## config.mk

```make
export PLATFORM = sky130hd
export DESIGN_NAME = imem_loader
export DESIGN_NICKNAME = d
export VERILOG_FILES = /design/src/rtl/imem_loader.sv
export SDC_FILE = /design/constraint.sdc
export NUM_CORES = 1
export LEC_CHECK = 0
export ABC_CLOCK_PERIOD_IN_PS = 3000
export BUFFER_PORTS_ARGS = -buffer_cell sky130_fd_sc_hd__buf_2
export CAP_MARGIN = 10
export CORE_MARGIN = 8
export CORE_UTILIZATION = 35
export CTS_CLUSTER_SIZE = 12
export DETAILED_ROUTE_END_ITERATION = 12
export PLACE_DENSITY_LB_ADDON = 0.1
export SYNTH_ARGS = -nofsm -noshare
export SYNTH_HDL_FRONTEND = slang
export SYNTH_SLANG_ARGS = --single-unit
export TNS_END_PERCENT = 30
```

## constraint.sdc

```tcl
create_clock -name clk -period 3 [get_ports clk]
set_input_delay 0.3 -clock clk [delete_from_list [all_inputs] [get_ports clk]]
set_output_delay 0.3 -clock clk [all_outputs]
set_load 0.005 [all_outputs]
```

## src/rtl/imem_loader.sv

```systemverilog
// ---------------------------------------------------------------------------
// imem_loader
//   Streams bytes from a valid/ready byte source, packs them little-endian
//   into 32-bit words and writes them to the instruction memory at
//   consecutive word addresses starting at 0. While loading, the core is
//   held in reset; once the requested number of words has been written the
//   core reset is released (cpu_rst_n follows the sticky done flag).
//
// Ports
//   clk, rst_n             : clock, asynchronous active-low reset
//   start, num_words       : one-cycle load request and word count (1..1024)
//   byte_valid, byte_data  : byte source
//   byte_ready             : byte accepted this cycle when byte_valid is high
//   WE, As, WD             : instruction memory write port (word address)
//   busy                   : load in progress (receiving or writing)
//   done                   : sticky, last load completed
//   error                  : sticky, last start rejected or load timed out
//   cpu_rst_n              : core reset, released only while done is set
//
// Parameter
//   TIMEOUT_CYCLES         : consecutive receive cycles without a byte
//                            before the load is abandoned
// ---------------------------------------------------------------------------
module imem_loader #(
  parameter int unsigned TIMEOUT_CYCLES = 65535
) (
  input  logic        clk,
  input  logic        rst_n,
  input  logic        start,
  input  logic [10:0] num_words,
  input  logic        byte_valid,
  input  logic [7:0]  byte_data,
  output logic        byte_ready,
  output logic        WE,
  output logic [9:0]  As,
  output logic [31:0] WD,
  output logic        busy,
  output logic        done,
  output logic        error,
  output logic        cpu_rst_n
);

  // Idle counter must be able to hold TIMEOUT_CYCLES itself.
  localparam int unsigned CW = (TIMEOUT_CYCLES < 2) ? 1 : $clog2(TIMEOUT_CYCLES + 1);

  localparam logic [1:0] S_IDLE  = 2'd0;
  localparam logic [1:0] S_RECV  = 2'd1;
  localparam logic [1:0] S_WRITE = 2'd2;
  localparam logic [1:0] S_DONE  = 2'd3;

  logic [1:0]    state_q, state_d;
  logic [9:0]    addr_q,  addr_d;
  logic [9:0]    last_q,  last_d;   // address of the final word of this load
  logic [1:0]    idx_q,   idx_d;    // byte lane of the next transfer
  logic [31:0]   word_q,  word_d;
  logic [CW-1:0] idle_q,  idle_d;
  logic          done_q,  done_d;
  logic          error_q, error_d;

  logic          start_ok;
  logic          xfer;
  logic [CW-1:0] idle_inc;

  assign start_ok = (num_words != 11'd0) && (num_words <= 11'd1024);
  assign xfer     = (state_q == S_RECV) && byte_valid;
  assign idle_inc = idle_q + {{(CW-1){1'b0}}, 1'b1};

  always_comb begin
    state_d = state_q;
    addr_d  = addr_q;
    last_d  = last_q;
    idx_d   = idx_q;
    word_d  = word_q;
    idle_d  = idle_q;
    done_d  = done_q;
    error_d = error_q;

    case (state_q)
      S_IDLE: begin
        if (start) begin
          if (start_ok) begin
            // 10-bit wrap maps a count of 1024 onto last address 1023.
            last_d  = num_words[9:0] - 10'd1;
            addr_d  = '0;
            idx_d   = '0;
            idle_d  = '0;
            done_d  = 1'b0;
            error_d = 1'b0;
            state_d = S_RECV;
          end else begin
            error_d = 1'b1;
            done_d  = 1'b0;
          end
        end
      end

      S_RECV: begin
        if (xfer) begin
          word_d[{idx_q, 3'b000} +: 8] = byte_data;
          idx_d  = idx_q + 2'd1;
          idle_d = '0;
          if (idx_q == 2'd3) state_d = S_WRITE;
        end else if (idle_inc == CW'(TIMEOUT_CYCLES)) begin
          // Abandon the load; the partial word is never written.
          error_d = 1'b1;
          idx_d   = '0;
          idle_d  = '0;
          state_d = S_IDLE;
        end else begin
          idle_d = idle_inc;
        end
      end

      S_WRITE: begin
        if (addr_q == last_q) begin
          done_d  = 1'b1;
          state_d = S_DONE;
        end else begin
          addr_d  = addr_q + 10'd1;
          idx_d   = '0;
          idle_d  = '0;
          state_d = S_RECV;
        end
      end

      S_DONE: begin
        state_d = S_IDLE;
      end

      default: begin
        state_d = S_IDLE;
      end
    endcase
  end

  always_ff @(posedge clk or negedge rst_n) begin
    if (!rst_n) begin
      state_q <= S_IDLE;
      addr_q  <= '0;
      last_q  <= '0;
      idx_q   <= '0;
      word_q  <= '0;
      idle_q  <= '0;
      done_q  <= 1'b0;
      error_q <= 1'b0;
    end else begin
      state_q <= state_d;
      addr_q  <= addr_d;
      last_q  <= last_d;
      idx_q   <= idx_d;
      word_q  <= word_d;
      idle_q  <= idle_d;
      done_q  <= done_d;
      error_q <= error_d;
    end
  end

  assign byte_ready = (state_q == S_RECV);
  assign WE         = (state_q == S_WRITE);
  assign As         = addr_q;
  assign WD         = word_q;
  assign busy       = (state_q == S_RECV) || (state_q == S_WRITE);
  assign done       = done_q;
  assign error      = error_q;
  assign cpu_rst_n  = done_q;

endmodule
```

Yosys cells after proc, flatten, opt, wreduce, memory -nomap -nowiden

Cells that the tools add are included.

Flip-flop bits (word level): 74
Output and inout bits: 48

Add/sub/neg operators: 5
Shift operators: 2
$lt $le $gt $ge: 1
Reduce and logical (&&, ||, !) cells: 16
Muxes and demuxes: 31
Equal/unequal tests: 14

Operators by type and width:

| cell                                                                   | number |
|---|---|
| 16-bit 2-to-1 mux                                                      | 5 |
| 16-bit case mux with 3 select lines                                    | 1 |
| 32-bit bitwise mux                                                     | 1 |
| 8-bit by 7-bit variable shift with 32-bit output, first input constant | 1 |
| 8-bit by 7-bit variable part select with 32-bit output                 | 1 |
| 10-bit 2-to-1 mux                                                      | 3 |
| 2-bit 2-to-1 mux                                                       | 10 |
| 10-bit case mux with 2 select lines                                    | 1 |
| 16-bit by 1-bit adder with 16-bit output, second input constant        | 1 |
| 16-bit equality test, second input constant                            | 1 |
| 4-bit AND reduction                                                    | 4 |
| 11-bit less-or-equal comparator, second input constant                 | 1 |
| 11-bit nonzero test                                                    | 1 |
| 10-bit by 1-bit adder with 10-bit output, second input constant        | 1 |
| 10-bit equality test                                                   | 1 |
| 10-bit by 1-bit subtractor with 10-bit output, second input constant   | 1 |
| 2-bit != test, second input constant                                   | 4 |
| 2-bit case mux with 4 select lines                                     | 1 |
| 5-bit negator with 7-bit output                                        | 1 |
| 2-bit equality test, second input constant                             | 3 |
| 1-bit 2-to-1 mux                                                       | 6 |
| 2-bit case mux with 3 select lines                                     | 1 |
| 3-bit AND reduction                                                    | 2 |
| 5-bit AND reduction                                                    | 1 |
| 12 further kinds                                                       | 16 |

Depth between registers and ports, before layout

Gate-level depths: netlist of the first run.

Depth after elaboration: 5
Depth in mapped cells: 11

Worst setup path after synthesis of the first run

Ideal clock, no wire load.

Kind: input to register
From: input port num_words[0]
To: register addr_q[7] (netlist: As[7])
Setup slack: 0.600 ns
Cell stages on the path: 11
Arrival: 2.265 ns
Cells stage by stage: inv_1 -> ha_1 -> or4b_1 -> o31ai_2 -> a31oi_1 -> or3_1 -> buf_2 -> buf_6 -> nor3_4 -> xnor2_1 -> nor2_1

Word-level cells in the longest chain between the ends: 4
Elaborated cells between the ends (all ways): 5

Ends and longest elaborated chain:

| item                                                                          | line | text |
|---|---|---|
| start: declaration                                                            | 30   | `input logic [10:0] num_words,` |
| 11-bit less-or-equal comparator / 11-bit nonzero test (equally long branches) | 64   | `assign start_ok = (num_words != 11'd0) && (num_words <= 11'd1024);` |
| 1-bit logical AND *                                                           | 64   |  |
| 2-bit != test (no line) *                                                     | -    |  |
| 4-bit AND reduction (no line) *                                               | -    |  |
| end signal: assignment                                                        | 148  | `addr_q <= addr_d;` |
| end: declaration                                                              | 52   | `logic [9:0] addr_q, addr_d;` |

Mark *: on every way between the ends. The rest lies on a longest branch, timed or not.
A chain may end at the register's enable or synchronous reset.

Worst setup path in the final report of the first run

From: register idle_q[2]
To: register idle_q[5]

Word-level cells in the longest chain between the ends: 5

Ends and longest elaborated chain:

| item                                       | line | text |
|---|---|---|
| start: declaration                         | 56   | `logic [CW-1:0] idle_q, idle_d;` |
| start signal: assignment                   | 152  | `idle_q <= idle_d;` |
| 16-bit by 1-bit adder with 16-bit output * | 66   | `assign idle_inc = idle_q + {{(CW-1){1'b0}}, 1'b1};` |
| 16-bit equality test                       | 103  | `end else if (idle_inc == CW'(TIMEOUT_CYCLES)) begin` |
| 16-bit 2-to-1 mux *                        | 103  |  |
| 16-bit 2-to-1 mux *                        | 98   | `if (xfer) begin` |
| 16-bit case mux with 3 select lines *      | 78   | `case (state_q)` |

Marks and branches as above.

==> results of run 1 <==
[power groups by stage]
stage | combinational [mW] | sequential, mW | clock (mW)
final | 1.01 | 1.31 | 0.800
after detailed placement | 1.03 | 1.33 | 0
after global routing | 1.15 | 1.33 | 0.881
after CTS | 1.04 | 1.31 | 0.833
after floorplan | 0.677 | 1.29 | 0
after global placement | 1.02 | 1.33 | 0
[flip-flops by register name, indices dropped and copies added, names as in the netlist]
| name | flops |
|---|---|
| idx_q | 2 |
| last_q | 10 |
| cpu_rst_n | 1 |
| idle_q | 16 |
| error | 1 |
| As | 10 |
| state_q | 2 |
| WD | 32 |
[metal layers]
layer  vias to the layer above  track usage, %  routed length (microns)
met2                        67            22.7                     4570
met5                         -               0                        0
li1                       1595               -                        -
met4                         0            4.39                      116
met1                      1552            19.5                     4940
met3                         8            3.56                      579
[worst min-delay path by stage]
stage	from	endpoint	slack, ns	depth (start not counted)
after floorplan	rst_n	As[0]	0.004	0
after global placement	rst_n	As[6]	0.41	1
after detailed placement	rst_n	As[2]	0.41	1
after CTS	rst_n	As[2]	0.01	1
after global routing	rst_n	WD[6]	0.05	1
final	rst_n	As[2]	0.008	1
[synthesized netlist by cell type, types with 5 or more instances]
master / number / area [sq um]
or3_1: 6 / 37.5
nand2_1: 44 / 165
nor4_1: 10 / 62.6
ha_1: 15 / 188
nor3_1: 8 / 40.0
nand3_1: 15 / 75.1
o22ai_1: 6 / 37.5
xnor2_1: 23 / 201
inv_1: 17 / 63.8
dfrtp_1: 74 / 1850
nand4_1: 7 / 43.8
a21o_1: 5 / 37.5
a31oi_1: 6 / 37.5
a21oi_1: 12 / 60.1
buf_2: 7 / 35.0
o21ai_0: 17 / 85.1
a22o_1: 38 / 333
nor2_1: 26 / 97.6
[cells by family after synthesis]
logic type	Yosys count
and+or+nand+nor	144
AOI/OAI and AO/OA	100
DFF	74
buffers and inverters	33
xor gates and xnor gates	24
adders and majority gates	15
muxes	1
[critical path, delay by kind of cell, from the launching register on]
family	cells	cell delay (ns)
compound gates	2	0.63
simple gates	5	1.29
flops	1	0.49
buf+inv	1	0.17
[layout by cell type, fill, tap and decap left out, types with 7 or more instances in the layout]
cell / count
nand3_1: 15
nor4_1: 10
ha_1: 15
clkbuf_8: 10
dfrtp_1: 74
a22o_1: 38
buf_4: 17
nor2_1: 26
a21oi_1: 12
o21ai_0: 17
buf_2: 70
xnor2_1: 23
inv_1: 17
nor3_1: 8
nand2_1: 44
nand4_1: 7
[metrics by stage]
step	instance area, sq um	worst slack (ns)
2_1_floorplan	3910	0.600
5_1_grt	4720	0.0458
3_3_place_gp	4520	0.125
6_report	4720	0.296
4_1_cts	4720	0.291
3_5_place_dp	4520	0.0511
[layout make-up]
class                           count  area, sq um
Fill cell                        1091         6170
Multi-Input combinational cell    284         1910
Sequential cell                    74         1850
Timing Repair Buffer               89          518
Tap cell                          140          175
Clock buffer                       10          138
Clock inverter                      6         65.1
Inverter                           17         63.8
==> results.py, run 1 <==
metrics = {
    "critical_path": {
        "crit_slowest_cell": "or4_1",
        "arrival_ns": 2.94,
        "rrSetupSlack_ns": 0.30,
        "critPathKind": "reg -> reg",
        "start_kind": "register",
        "r2r_end": "idle_q[5]",
        "cp-startpoint": "idle_q[2]",
        "cp_cell_sequence": "nand3_2, or4_1, a221oi_2, nand3_1, and3b_1, nor3_2, buf_4, a22o_1",
        "r2r_start": "idle_q[2]",
        "crit_fanout": 10,
        "critPathRequiredTime_ns": 3.24,
        "cp-end-kind": "register",
        "reg2regPathDepth": 8,
        "critical_path.endpoint": "idle_q[5]",
        "slowest_delay_ns": 0.61,
    },
    "power_and_ir_drop": {
        "switching_share_pct": 35.4,
        "clkPwrFrac_pct": 25.6,
        "total_power_mw": 3.12,
        "power.share.sequential_pct": 41.9,
        "p_int_mw": 2.02,
        "vdd_drop_max_uv": 227,
        "power_density_nw_per_um2": 662,
        "p_comb_share_pct": 32.5,
        "switchingPower_mw": 1.10,
        "power.leakage_nw": 2.23,
    },
    "die": {
        "die_width_microns": 122,
        "die_y_microns": 122,
        "start_util_pct": 35.9,
        "dieArea_sq_um": 14800,
        "core_area_sq_um": 10900,
        "ioPinCount": 71,
        "num_rows": 38,
    },
    "timing": {
        "max_slew_margin_pct": 49.9,
        "rsz0062_at_grt": "no",
        "period_minus_slack_ns": 2.70,
        "final_hold_viol_count": 0,
        "fin_setup_tns_ns": 0,
        "finalSetupViolations": 0,
        "fmaxAchievable_ghz": 0.370,
        "slew_violations": 0,
        "clock_skew_ns": 0.0117,
        "post-route-period-util_pct": 90.1,
        "hold_ws_ns": 0.00814,
        "tightest_slew_ns": 0.751,
    },
    "synthesis": {
        "synthFlopType": "dfrtp_1",
        "synth_seq_area_share_pct": 47.3,
        "synthMuxAreaShare_pct": 0.256,
        "synth_fp_nets": 429,
        "ys_ff_latch": 74,
        "synthCells": 391,
        "synth_top_family_by_area": "simple AND/OR/NAND/NOR gates",
        "syn_avg_cell_area_sq_um": 10.0,
        "synthArstFlopShare_pct": 100,
        "synth_xor_area_share_pct": 5.37,
        "synth-compound-area-share_pct": 19.0,
        "ys_warn_count": 0,
        "synth-simple-area-share_pct": 19.3,
        "synth_area_sq_um": 3910,
        "synthAdderAreaFrac_pct": 4.80,
        "ys_types": 52,
        "synth_edf_count": 0,
    },
    "clock_tree": {
        "cts_root_buffer": "clkbuf_8",
        "cts-htree-levels": 3,
        "clk_latency_ns": 0.35,
        "cts_setup_buffers": 0,
        "cts_hold_buffers": 0,
        "cts_buffer_depth": 2,
        "cts-resized-gates": 0,
        "clkSinkCount": 74,
        "clk_pin_slew_worst_paths_ns": 0.08,
        "cts_tree": "built",
        "cts_buffers": 9,
    },
    "drt": {
        "drt_iter0_drc": 183,
        "avgViaCountPerCell": 5.20,
        "ant_nets": 0,
        "drc": 0,
        "dr_total_vias": 3222,
        "drtPass1Iterations": 4,
        "wl_per_cell_microns": 16.5,
        "routed_wl_mm": 10.2,
    },
    "status": {
        "status": "finished clean",
    },
    "cells_and_area": {
        "finalNonFillerCells": 620,
        "fin_nets": 513,
        "finish.utilization_pct": 43.3,
        "antenna_cells": 0,
        "drive_gt1_share_pct": 24.2,
        "area_growth_pct": 20.6,
    },
    "grt": {
        "grt_max_degree": 43,
        "grt_pass1_vias": 3275,
        "grt_antenna_before_repair": 0,
        "track_usage_pct": 14.5,
        "overflow": 0,
        "grt_first_pass_wirelength_mm": 17.2,
    },
    "hold_path": {
        "hp-class": "in -> async",
    },
    "placement": {
        "dpl.hpwl_mm": 7.66,
        "dp.cells": 604,
        "place.gp.congestion": 0.794,
        "io_buffers": 70,
    },
    "run": {
        "maxCapViolations": 0,
    },
}
No activity file was read; power rests on OpenSTA's default activity.
==> inputs of run 2 (changes only) <==
- CORE_UTILIZATION: 35 -> 42
- SLEW_MARGIN: default -> 5
==> results.py, run 2 (synthesis results as in run 1) <==
metrics = {
    "drt": {
        "routed_wl_mm": 9.99,
        "drc": 0,
        "avgViaCountPerCell": 5.51,
        "ant_nets": 0,
        "drt_iter0_drc": 203,
        "drtPass1Iterations": 4,
        "dr_total_vias": 3233,
        "wl_per_cell_microns": 17.0,
    },
    "die": {
        "ioPinCount": 71,
        "core_area_sq_um": 9150,
        "die_y_microns": 113,
        "num_rows": 35,
        "dieArea_sq_um": 12700,
        "die_width_microns": 113,
        "start_util_pct": 42.7,
    },
    "timing": {
        "period_minus_slack_ns": 2.61,
        "post-route-period-util_pct": 87.0,
        "rsz0062_at_grt": "no",
        "hold_ws_ns": -0.00114,
        "tightest_slew_ns": 0.739,
        "fin_setup_tns_ns": 0,
        "finalSetupViolations": 0,
        "fmaxAchievable_ghz": 0.383,
        "slew_violations": 0,
        "clock_skew_ns": 0.0119,
        "final_hold_viol_count": 2,
        "max_slew_margin_pct": 50.7,
    },
    "grt": {
        "track_usage_pct": 16.7,
        "grt_max_degree": 45,
        "overflow": 0,
        "grt_antenna_before_repair": 0,
        "grt_first_pass_wirelength_mm": 17.1,
        "grt_pass1_vias": 3276,
    },
    "cells_and_area": {
        "area_growth_pct": 18.7,
        "drive_gt1_share_pct": 23.5,
        "fin_nets": 509,
        "mostFrequentLayoutCell": "dfrtp_1",
        "largest_reg_flops": 32,
        "antenna_cells": 0,
        "finalNonFillerCells": 587,
        "mostFrequentLayoutCells": "74 x dfrtp_1, 70 x buf_2, 44 x nand2_1",
    },
    "power_and_ir_drop": {
        "vdd_drop_max_uv": 291,
        "total_power_mw": 3.11,
        "power.leakage_nw": 2.20,
        "power_density_nw_per_um2": 670,
    },
    "critical_path": {
        "cp-end-kind": "register",
        "start_kind": "register",
        "arrival_ns": 2.85,
        "critPathKind": "reg -> reg",
        "critPathRequiredTime_ns": 3.24,
        "crit_fanout": 9,
    },
    "clock_tree": {
        "cts_setup_buffers": 0,
        "cts_tree": "built",
        "cts_buffer_depth": 2,
        "cts_hold_buffers": 0,
        "cts_root_buffer": "clkbuf_8",
        "cts_buffers": 9,
        "cts-htree-levels": 3,
        "cts-resized-gates": 0,
        "clkSinkCount": 74,
        "clk_pin_slew_worst_paths_ns": 0.09,
        "clk_latency_ns": 0.35,
    },
    "placement": {
        "place.gp.congestion": 0.838,
        "dp.cells": 571,
        "dpl.hpwl_mm": 7.26,
        "io_buffers": 70,
    },
    "run": {
        "maxCapViolations": 0,
    },
    "status": {
        "violations": "negative hold slack",
        "status": "finished, violations left",
    },
    "hold_path": {
        "hp-class": "in -> async",
    },
}
## run 2: cell types whose count changed in the layout (fill, tap and decap cells not counted)
cell | before | now
inv_8 | 0 | 1
buf_12 | 2 | 1
buf_4 | 17 | 14
clkbuf_8 | 10 | 9
inv_6 | 1 | 3
clkinvlp_4 | 1 | 2
clkinv_4 | 1 | 0
clkinv_2 | 2 | 0
## run 2: worst max-delay path, cell delays in order, from the launching register on
cell      delay [ns]
dfrtp_1         0.49
nand3_2         0.12
or4_1           0.57
a221oi_2        0.42
nand3_1         0.11
and3b_1         0.33
nor3_2          0.06
buf_4           0.18
a22o_1          0.22
## run 2: report_power, final
group | leakage, nW | total [mW] | switching (mW) | internal, mW
logic | 1.09 | 0.969 | 0.551 | 0.418
registers | 1.00 | 1.31 | 0.148 | 1.16
clock network | 0.0988 | 0.834 | 0.435 | 0.399
total | 2.20 | 3.11 | 1.13 | 1.98
## run 2: final cells by class
cell class	instances	area, sq um
Tap cell	111	139
Multi-Input combinational cell	284	1910
Fill cell	866	4510
Clock inverter	7	82.6
Sequential cell	74	1850
Inverter	17	63.8
Clock buffer	9	124
Timing Repair Buffer	85	475
## run 2: worst paths after layout
kind | endpoint | from | depth (start not counted) | slack, ns
setup / recovery | idle_q[5] | idle_q[2] | 8 | 0.39
hold / removal | last_q[5] | rst_n | 1 | -0.001
setup reg to reg | idle_q[5] | idle_q[2] | 8 | 0.39
hold reg to reg | WD[23] | WD[23] | 1 | 0.51
max in group asynchronous | idle_q[12] | rst_n | 2 | 2.30
min in group clk | last_q[0] | num_words[0] | 2 | 0.18
## run 2: per-stage QoR
step | hold WS [ns] | cell area [sq um] | util [%] | setup slack, ns
after detailed placement | 0.410 | 4440 | 48.5 | 0.127
final | -0.00114 | 4640 | 50.7 | 0.390
after CTS | 0.0128 | 4640 | 50.7 | 0.396
after global routing | 0.0364 | 4640 | 50.7 | 0.0823
after global placement | 0.409 | 4440 | 48.5 | 0.183
after floorplan | 0.00441 | 3910 | - | 0.600
## run 2: routing by layer
metal	vias up	track usage, %	part of all wire [%]
met5	-	0	0
met4	0	5.49	0.53
met3	4	3.81	4.3
met2	77	26.4	47
met1	1562	22.0	48
li1	1590	-	-
==> inputs of run 3 (changes only) <==
- CORE_UTILIZATION: 42 -> 55
==> results.py, run 3 (synthesis results as in run 1) <==
metrics = {
    "status": {
        "status": "finished clean",
    },
    "critical_path": {
        "critPathRequiredTime_ns": 3.24,
        "start_kind": "register",
        "r2r_start": "idle_q[5]",
        "crit_fanout": 8,
        "arrival_ns": 2.98,
        "cp-end-kind": "register",
        "cp-startpoint": "idle_q[5]",
        "critPathKind": "reg -> reg",
    },
    "cells_and_area": {
        "drive_gt1_share_pct": 24.0,
        "fin_nets": 512,
        "largest_reg_flops": 32,
        "fillCellCount": 556,
        "register_area_sq_um": 1850,
        "mostFrequentLayoutCells": "74 x dfrtp_1, 70 x buf_2, 44 x nand2_1",
        "mostFrequentLayoutCell": "dfrtp_1",
        "multiInputGateArea_sq_um": 1910,
        "antenna_cells": 0,
        "area_growth_pct": 19.5,
    },
    "timing": {
        "fmaxAchievable_ghz": 0.364,
        "setup_ws_ns": 0.256,
        "tightest_slew_ns": 0.742,
        "final_hold_viol_count": 0,
        "post-route-period-util_pct": 91.5,
        "finalSetupViolations": 0,
        "fin_setup_tns_ns": 0,
        "rsz0062_at_grt": "no",
        "clock_skew_ns": 0.0134,
        "period_minus_slack_ns": 2.74,
        "max_slew_margin_pct": 50.5,
        "slew_violations": 0,
    },
    "die": {
        "die_width_microns": 100,
        "dieArea_sq_um": 10100,
        "ioPinCount": 71,
        "start_util_pct": 57.3,
        "die_y_microns": 100,
        "num_rows": 30,
        "core_area_sq_um": 6830,
    },
    "drt": {
        "drt_iter0_drc": 170,
        "avgViaCountPerCell": 5.80,
        "ant_nets": 0,
        "drtPass1Iterations": 4,
        "routed_wl_mm": 9.75,
        "wl_per_cell_microns": 17.0,
        "drc": 0,
        "dr_total_vias": 3334,
    },
    "placement": {
        "io_buffers": 70,
        "dpl.hpwl_mm": 7.22,
        "pre_cts_slack_ns": 0.102,
        "place.gp.congestion": 0.877,
    },
    "clock_tree": {
        "cts_buffers": 9,
        "cts-htree-levels": 3,
        "cts_setup_buffers": 0,
        "cts-resized-gates": 0,
        "clkSinkCount": 74,
        "cts_root_buffer": "clkbuf_8",
        "cts_tree": "built",
        "cts_buffer_depth": 2,
        "cts_hold_buffers": 0,
        "clk_latency_ns": 0.34,
        "clk_pin_slew_worst_paths_ns": 0.09,
    },
    "grt": {
        "overflow": 0,
        "grt_first_pass_wirelength_mm": 16.4,
        "track_usage_pct": 20.3,
        "grt_pass1_vias": 3301,
        "grt_max_degree": 32,
        "grt_antenna_before_repair": 0,
    },
    "run": {
        "maxCapViolations": 0,
    },
    "power_and_ir_drop": {
        "vdd_drop_max_uv": 350,
        "power_density_nw_per_um2": 695,
        "power.leakage_nw": 2.23,
    },
    "hold_path": {
        "hp-class": "in -> async",
    },
}
==> run 3: changes by cell type in the layout (fill, tap and decap cells not counted), sizes merged <==
cell / previous run / this run
clkinvlp: 2 / 1
buf: 85 / 88
bufinv: 1 / 3
inv: 21 / 19
clkinv: 0 / 1
==> run 3: layout make-up <==
class                           count  share of cell area (%)
Clock buffer                        9                    2.65
Clock inverter                      7                    2.65
Inverter                           17                    1.36
Multi-Input combinational cell    284                    40.8
Sequential cell                    74                    39.6
Tap cell                           96                    2.57
Timing Repair Buffer               88                    10.4
==> run 3: power by group <==
part	leakage, nW	total (mW)	internal, mW	switching, mW
clock network	0.120	0.955	0.560	0.396
logic	1.11	0.983	0.427	0.557
registers	1.00	1.31	1.16	0.149
total	2.23	3.25	2.15	1.10
==> run 3: metal layers <==
| metal | routed length [microns] | GRT usage [%] | vias up | part of all wire [%] |
|---|---|---|---|---|
| met5 | 0 | 0 | - | 0 |
| met4 | 210 | 7.44 | 0 | 2.2 |
| met3 | 536 | 3.81 | 17 | 5.5 |
| met2 | 4740 | 33.8 | 90 | 49 |
| met1 | 4260 | 25.5 | 1637 | 44 |
| li1 | - | - | 1590 | - |
==> run 3: path summary, 6_finish.rpt <==
kind	endpoint	slack, ns	cells past startpoint
setup / recovery	idle_q[5]	0.26	8
hold / removal	last_q[6]	0.008	1
setup reg to reg	idle_q[5]	0.26	8
hold reg to reg	WD[2]	0.51	1
max in group asynchronous	idle_q[14]	2.11	2
min in group clk	last_q[0]	0.19	2
==> run 3: per-stage QoR <==
| step | std cells | utilization, % | area [sq um] | power [mW] | hold WS, ns |
|---|---|---|---|---|---|
| after CTS | 575 | 68.5 | 4680 | 3.28 | 0.0237 |
| after floorplan | 391 | - | 3910 | 1.97 | 0.00441 |
| after global placement | 559 | 64.8 | 4430 | 2.27 | 0.391 |
| after global routing | 575 | 68.5 | 4680 | 3.46 | 0.0498 |
| after detailed placement | 559 | 64.8 | 4430 | 2.31 | 0.396 |
| final | 575 | 68.5 | 4680 | 3.25 | 0.00766 |
==> run 3: critical path, stage by stage, from the launching register on <==
cell	delay, ns
dfrtp_1	0.48
nand4_1	0.24
or4_1	0.58
a221oi_2	0.42
nand3_1	0.12
and3b_1	0.34
nor3_2	0.06
buf_4	0.17
a22o_1	0.23
